## src/rtl/conv_pkg.sv

```systemverilog
// Shared constants and FSM encoding for the 3x3 window path (read and write sides).
package conv_pkg;
    localparam int PIX_W  = 8;
    localparam int LINE_W = 8;
    localparam int ROWS   = 8;

    // The line buffer ring holds at most four complete lines.
    localparam logic [2:0] AVAIL_MAX = 3'd4;

    typedef enum logic [2:0] {
        IDLE    = 3'd0,
        EMIT    = 3'd1,
        SKIP    = 3'd2,
        ROW_END = 3'd3,
        DONE    = 3'd4
    } state_t;
endpackage

```

## src/rtl/line_credit.sv

```systemverilog
// Counts complete lines held in the line buffers; saturates at AVAIL_MAX and flags overflow.
module line_credit (
    input  logic       clk,
    input  logic       rst,
    input  logic       line_done,
    input  logic       line_consumed,
    output logic [2:0] avail,
    output logic       overflow
);
    import conv_pkg::*;

    always_ff @(posedge clk) begin
        if (rst) begin
            avail    <= '0;
            overflow <= 1'b0;
        end else if (line_done && !line_consumed) begin
            if (avail == AVAIL_MAX)
                overflow <= 1'b1;
            else
                avail <= avail + 3'd1;
        end else if (line_consumed && !line_done && avail != 3'd0) begin
            avail <= avail - 3'd1;
        end
    end
endmodule

```

## src/rtl/window_reader.sv

```systemverilog
// Reads 3x3 windows out of three line buffers and hands them over a valid/ready port.
// Optional stall statistic: define WINDOW_READER_STATS_EN.
module window_reader #(
    parameter int PIX_W  = conv_pkg::PIX_W,
    parameter int LINE_W = conv_pkg::LINE_W,
    parameter int ROWS   = conv_pkg::ROWS
) (
    input  logic               clk,
    input  logic               rst,
    input  logic               start,
    input  logic               line_done,
    input  logic [3*PIX_W-1:0] lb0_data,
    input  logic [3*PIX_W-1:0] lb1_data,
    input  logic [3*PIX_W-1:0] lb2_data,
    output logic               lb_oe,
    output logic               line_consumed,
    output logic [9*PIX_W-1:0] win_data,
    output logic               win_valid,
    input  logic               win_ready,
    output logic               frame_done,
    output logic               overflow,
    output logic [15:0]        stall_cnt
);
    import conv_pkg::*;

    localparam int CW = $clog2(LINE_W);
    localparam int RW = $clog2(ROWS);

    state_t             state;
    logic [CW-1:0]      col_cnt;
    logic [RW-1:0]      row_cnt;
    logic               skip_cnt;
    logic               vld_q, lc_q, fd_q;
    logic [9*PIX_W-1:0] data_q;
    logic [2:0]         avail;
    logic               capture;

    line_credit u_credit (
        .clk          (clk),
        .rst          (rst),
        .line_done    (line_done),
        .line_consumed(lc_q),
        .avail        (avail),
        .overflow     (overflow)
    );

    // A new window may overwrite the output register only once the old one is taken.
    assign capture = (state == EMIT) && (avail >= 3'd3) && (!vld_q || win_ready);

    always_ff @(posedge clk) begin
        if (rst) begin
            state    <= IDLE;
            col_cnt  <= '0;
            row_cnt  <= '0;
            skip_cnt <= 1'b0;
            vld_q    <= 1'b0;
            data_q   <= '0;
            lc_q     <= 1'b0;
            fd_q     <= 1'b0;
        end else begin
            lc_q <= 1'b0;
            fd_q <= 1'b0;
            if (capture) begin
                data_q <= {lb0_data, lb1_data, lb2_data};
                vld_q  <= 1'b1;
            end else if (win_ready) begin
                vld_q  <= 1'b0;
            end
            case (state)
                IDLE: if (start) begin
                    state   <= EMIT;
                    row_cnt <= '0;
                    col_cnt <= '0;
                end
                EMIT: if (capture) begin
                    col_cnt <= col_cnt + CW'(1);
                    if (col_cnt == CW'(LINE_W - 3)) begin
                        state    <= SKIP;
                        skip_cnt <= 1'b0;
                    end
                end
                // Two extra pointer steps wrap the read pointer back to column 0.
                SKIP: begin
                    skip_cnt <= 1'b1;
                    if (skip_cnt) begin
                        state <= ROW_END;
                        lc_q  <= 1'b1;
                    end
                end
                ROW_END: begin
                    row_cnt <= row_cnt + RW'(1);
                    col_cnt <= '0;
                    state   <= (row_cnt == RW'(ROWS - 3)) ? DONE : EMIT;
                end
                DONE: if (!vld_q) begin
                    fd_q  <= 1'b1;
                    state <= IDLE;
                end
                default: state <= IDLE;
            endcase
        end
    end

    assign lb_oe         = !rst && (capture || state == SKIP);
    assign win_valid     = vld_q && !rst;
    assign win_data      = rst ? '0 : data_q;
    assign line_consumed = lc_q && !rst;
    assign frame_done    = fd_q && !rst;

`ifdef WINDOW_READER_STATS_EN
    logic [15:0] stall_q;

    always_ff @(posedge clk) begin
        if (rst || (state == IDLE && start))
            stall_q <= '0;
        else if (vld_q && !win_ready && stall_q != 16'hFFFF)
            stall_q <= stall_q + 16'd1;
    end

    assign stall_cnt = rst ? '0 : stall_q;
`else
    assign stall_cnt = '0;
`endif
endmodule

```

## config.mk

```make
export PLATFORM = sky130hd
export DESIGN_NAME = window_reader
export DESIGN_NICKNAME = d
export VERILOG_FILES = /design/src/rtl/conv_pkg.sv /design/src/rtl/line_credit.sv /design/src/rtl/window_reader.sv
export SDC_FILE = /design/constraint.sdc
export NUM_CORES = 1
export LEC_CHECK = 0
export BUFFER_PORTS_ARGS = -buffer_cell sky130_fd_sc_hd__buf_2
export CORE_MARGIN = 2
export CORE_UTILIZATION = 30
export CTS_BUF_LIST = sky130_fd_sc_hd__clkbuf_8
export DETAILED_ROUTE_END_ITERATION = 12
export PLACE_DENSITY = 0.64
export SYNTH_ARGS = -nofsm -noshare
export SYNTH_HDL_FRONTEND = slang
export SYNTH_SLANG_ARGS = --single-unit
```

## constraint.sdc

```tcl
create_clock -name clk -period 3.64 [get_ports clk]
set_input_delay 0.546 -clock clk [delete_from_list [all_inputs] [get_ports clk]]
set_output_delay 0.546 -clock clk [all_outputs]
set_load 0.05 [all_outputs]
```

==> out/metrics.yaml <==
cts:
  h-tree-depth: 3
  cts.clk_slew.worst_paths_ns: 0.09
  clockBufferDepth: 2
  cts_setup_buffers: 0
  cts_resized: 0
  cts_sinks: 89
  clock_latency_ns: 0.36
  cts_buffers: 9
  cts_tree: "yes"
  holdBufCountCts: 0
  clockRootBuffer: "clkbuf_8"
route:
  dr.pass1.iters: 4
  vias_per_cell: 4.256
  drtIter0Drc: 130
  drc: 0
  routed_wl_um: 8841
  routedWlPerCell_um: 10.66
  ant_nets: 0
  dr_total_vias: 3528
worst_setup_path:
  rr_worst_depth: 5
  startpoint: "state[2]$_SDFFE_PP0P_"
  r2r_start: "state[2]$_SDFFE_PP0P_"
  start_kind: "flop"
  crit_type: "reg2out"
  end_kind: "primary output"
  slowest_delay_ns: 0.59
  worstPathRequired_ns: 3.09
  worstPathArrival_ns: 2.11
  cp_slowest_cell: "or4_2"
  rr_endpoint: "data_q[1]$_SDFFE_PP0P_"
  crit_chain: "nand2b_2, or4_2, a21oi_2, buf_2"
  reg2reg_slack_ns: 1.56
  crit_fanout: 11
layout:
  area_growth_pct: 25.79
  ff_latch_area_sq_um: 1782
  nFillCells: 1425
  drive_gt1_frac: 0.2818
  final_util: 0.3845
  instances_no_fill: 829
  multi_input_area_sq_um: 1961
  diodes: 0
  finalNetCount: 730
timing:
  setup_slack_ns: 0.9882
  finalClockSkew_ns: 0.009860
  rsz0062_at_grt: "no"
  maxClockFrequency_ghz: 0.3771
  drv_slew: 0
  fin_crit_ns: 2.652
  relSlewSlack: 0.4716
  tightest_slew_ns: 0.7926
  fin_tns_setup_ns: 0
  fin_crit_sh: 0.7285
  finalHoldViolCount: 0
  setup_viol: 0
die:
  fp.dieW_um: 119.9
  die_h_um: 119.9
  dieArea_sq_um: 14380
  rows: 42
  start_util: 0.3056
  coreArea_sq_um: 13190
  io_pins: 170
hold_path:
  holdPathEnd: "data_q[33]$_SDFFE_PP0P_"
  min_path_type: "in2reg"
  min_from: "lb1_data[9]"
  hold_path_depth: 3
synth:
  syn_inst: 516
  synth_top_cell_by_area: "dfxtp_1"
  synth_common_cells: "153 x nand2_1, 89 x dfxtp_1, 83 x a21oi_1, 77 x nor2b_1, 18 x buf_4"
  synthTopCellsByArea: "dfxtp_1 44%, nand2_1 14%, nor2b_1 12%"
  syn_area_sq_um: 4031
  ys_warn_count: 0
  synth.top_cell.area_share: 0.4420
  synthFlopType: "dfxtp_1"
  yosysSeqAreaShare: 0.4420
  synthArstFlopShare: 0
  syn_avg_cell_area_sq_um: 7.813
  yosys.cell_count.top_type: "nand2_1"
  synth-edff-count: 0
  ys_ff_latch: 89
  synthDistinctLibCells: 40
grt:
  grt_pass1_wl_um: 14090
  grt_overflow: 0
  antenna_found_initial: 0
  grtUsageTotal: 0.1206
  grt_max_degree: 76
  grt_pass1_vias: 3028
power_and_ir_drop:
  p_leak_nw: 2.180
  ir_drop_mv: 0.1684
  powerDensity_nw_per_um2: 439.4
  power_mw: 2.228
place:
  dp_hpwl_um: 5896
  finalWeightedCongestion: 0.7255
  pre_cts_slack_ns: 1.223
  port_buffers: 153
  dp.cells: 813
outcome:
  outcome: "finished clean"
job:
  drv_cap: 0
==> registers in the layout (all words and copies together) (netlist names) <==
register / cells
lc_q: 1
state: 3
u_credit.avail: 3
col_cnt: 3
fd_q: 1
vld_q: 1
data_q: 72
u_credit.overflow: 1
row_cnt: 3
skip_cnt: 1
==> where the power goes <==
| part | internal, mW | switching (mW) | total (mW) |
|---|---|---|---|
| Combinational | 0.105 | 0.228 | 0.333 |
| Clock | 0.512 | 0.345 | 0.857 |
| Sequential | 1.01 | 0.0245 | 1.04 |
| Total | 1.63 | 0.597 | 2.23 |
==> worst max-delay path: cells and delay by family (launching register included) <==
kind	cells	cell delay, ns
buffers and inverters	1	0.29
AOI/OAI and AO/OA	1	0.19
DFF	1	0.41
and+or+nand+nor	2	0.86
==> cell usage in the layout, fill, tap and decap left out, types with 3 or more instances in the layout <==
master       n
dfxtp_1     89
nand2_1    153
xnor2_1      4
nor2_1      14
clkbuf_8    12
nor2b_1     77
conb_1      16
nor3_1       5
buf_2      152
ha_1         4
bufinv_16    3
a21oi_1     83
buf_4        4
inv_1        4
==> final cells by class <==
class                           count  area share
Timing Repair Buffer              158      0.1638
Multi-Input combinational cell    386      0.3866
Inverter                            4    0.002961
Clock buffer                       12     0.03257
Clock inverter                      4     0.01925
Tap cell                          176     0.04342
Sequential cell                    89      0.3513
==> routing by layer <==
layer  GRT usage  up-vias  wire, um
met4     0.05294        0       137
met3     0.03707       10       656
met2      0.1928      112      3899
met5           0        -         0
li1            -     1884         -
met1      0.1492     1522      4149
==> cell families (layout without fill, tap and decap cells) <==
logic type / Yosys count / count (layout) / share of synthesized area
compound gates: 97 / 97 / 0.1319
fa+ha+maj: 5 / 5 / 0.01738
simple gates: 263 / 263 / 0.3110
other cells: 1 / 16 / 0.0009302
xor+xnor: 5 / 5 / 0.01086
flops: 89 / 89 / 0.4420
buf+inv: 56 / 178 / 0.08597
==> per-stage QoR <==
step | instance area (sq um) | hold slack, ns
6_report | 5071 | 0.4119
5_1_grt | 5071 | 0.3885
4_1_cts | 5071 | 0.3733
3_5_place_dp | 4808 | 0.4420
3_3_place_gp | 4808 | 0.4379
2_1_floorplan | 4088 | 0.4318
==> worst max-delay path by stage <==
stage | to | depth (start not counted)
after CTS | lb_oe | 4
after global routing | lb_oe | 4
final | lb_oe | 4
after global placement | lb_oe | 5
after floorplan | lb_oe | 5
after detailed placement | lb_oe | 5
Note: power is estimated with default switching activity, not from simulation.
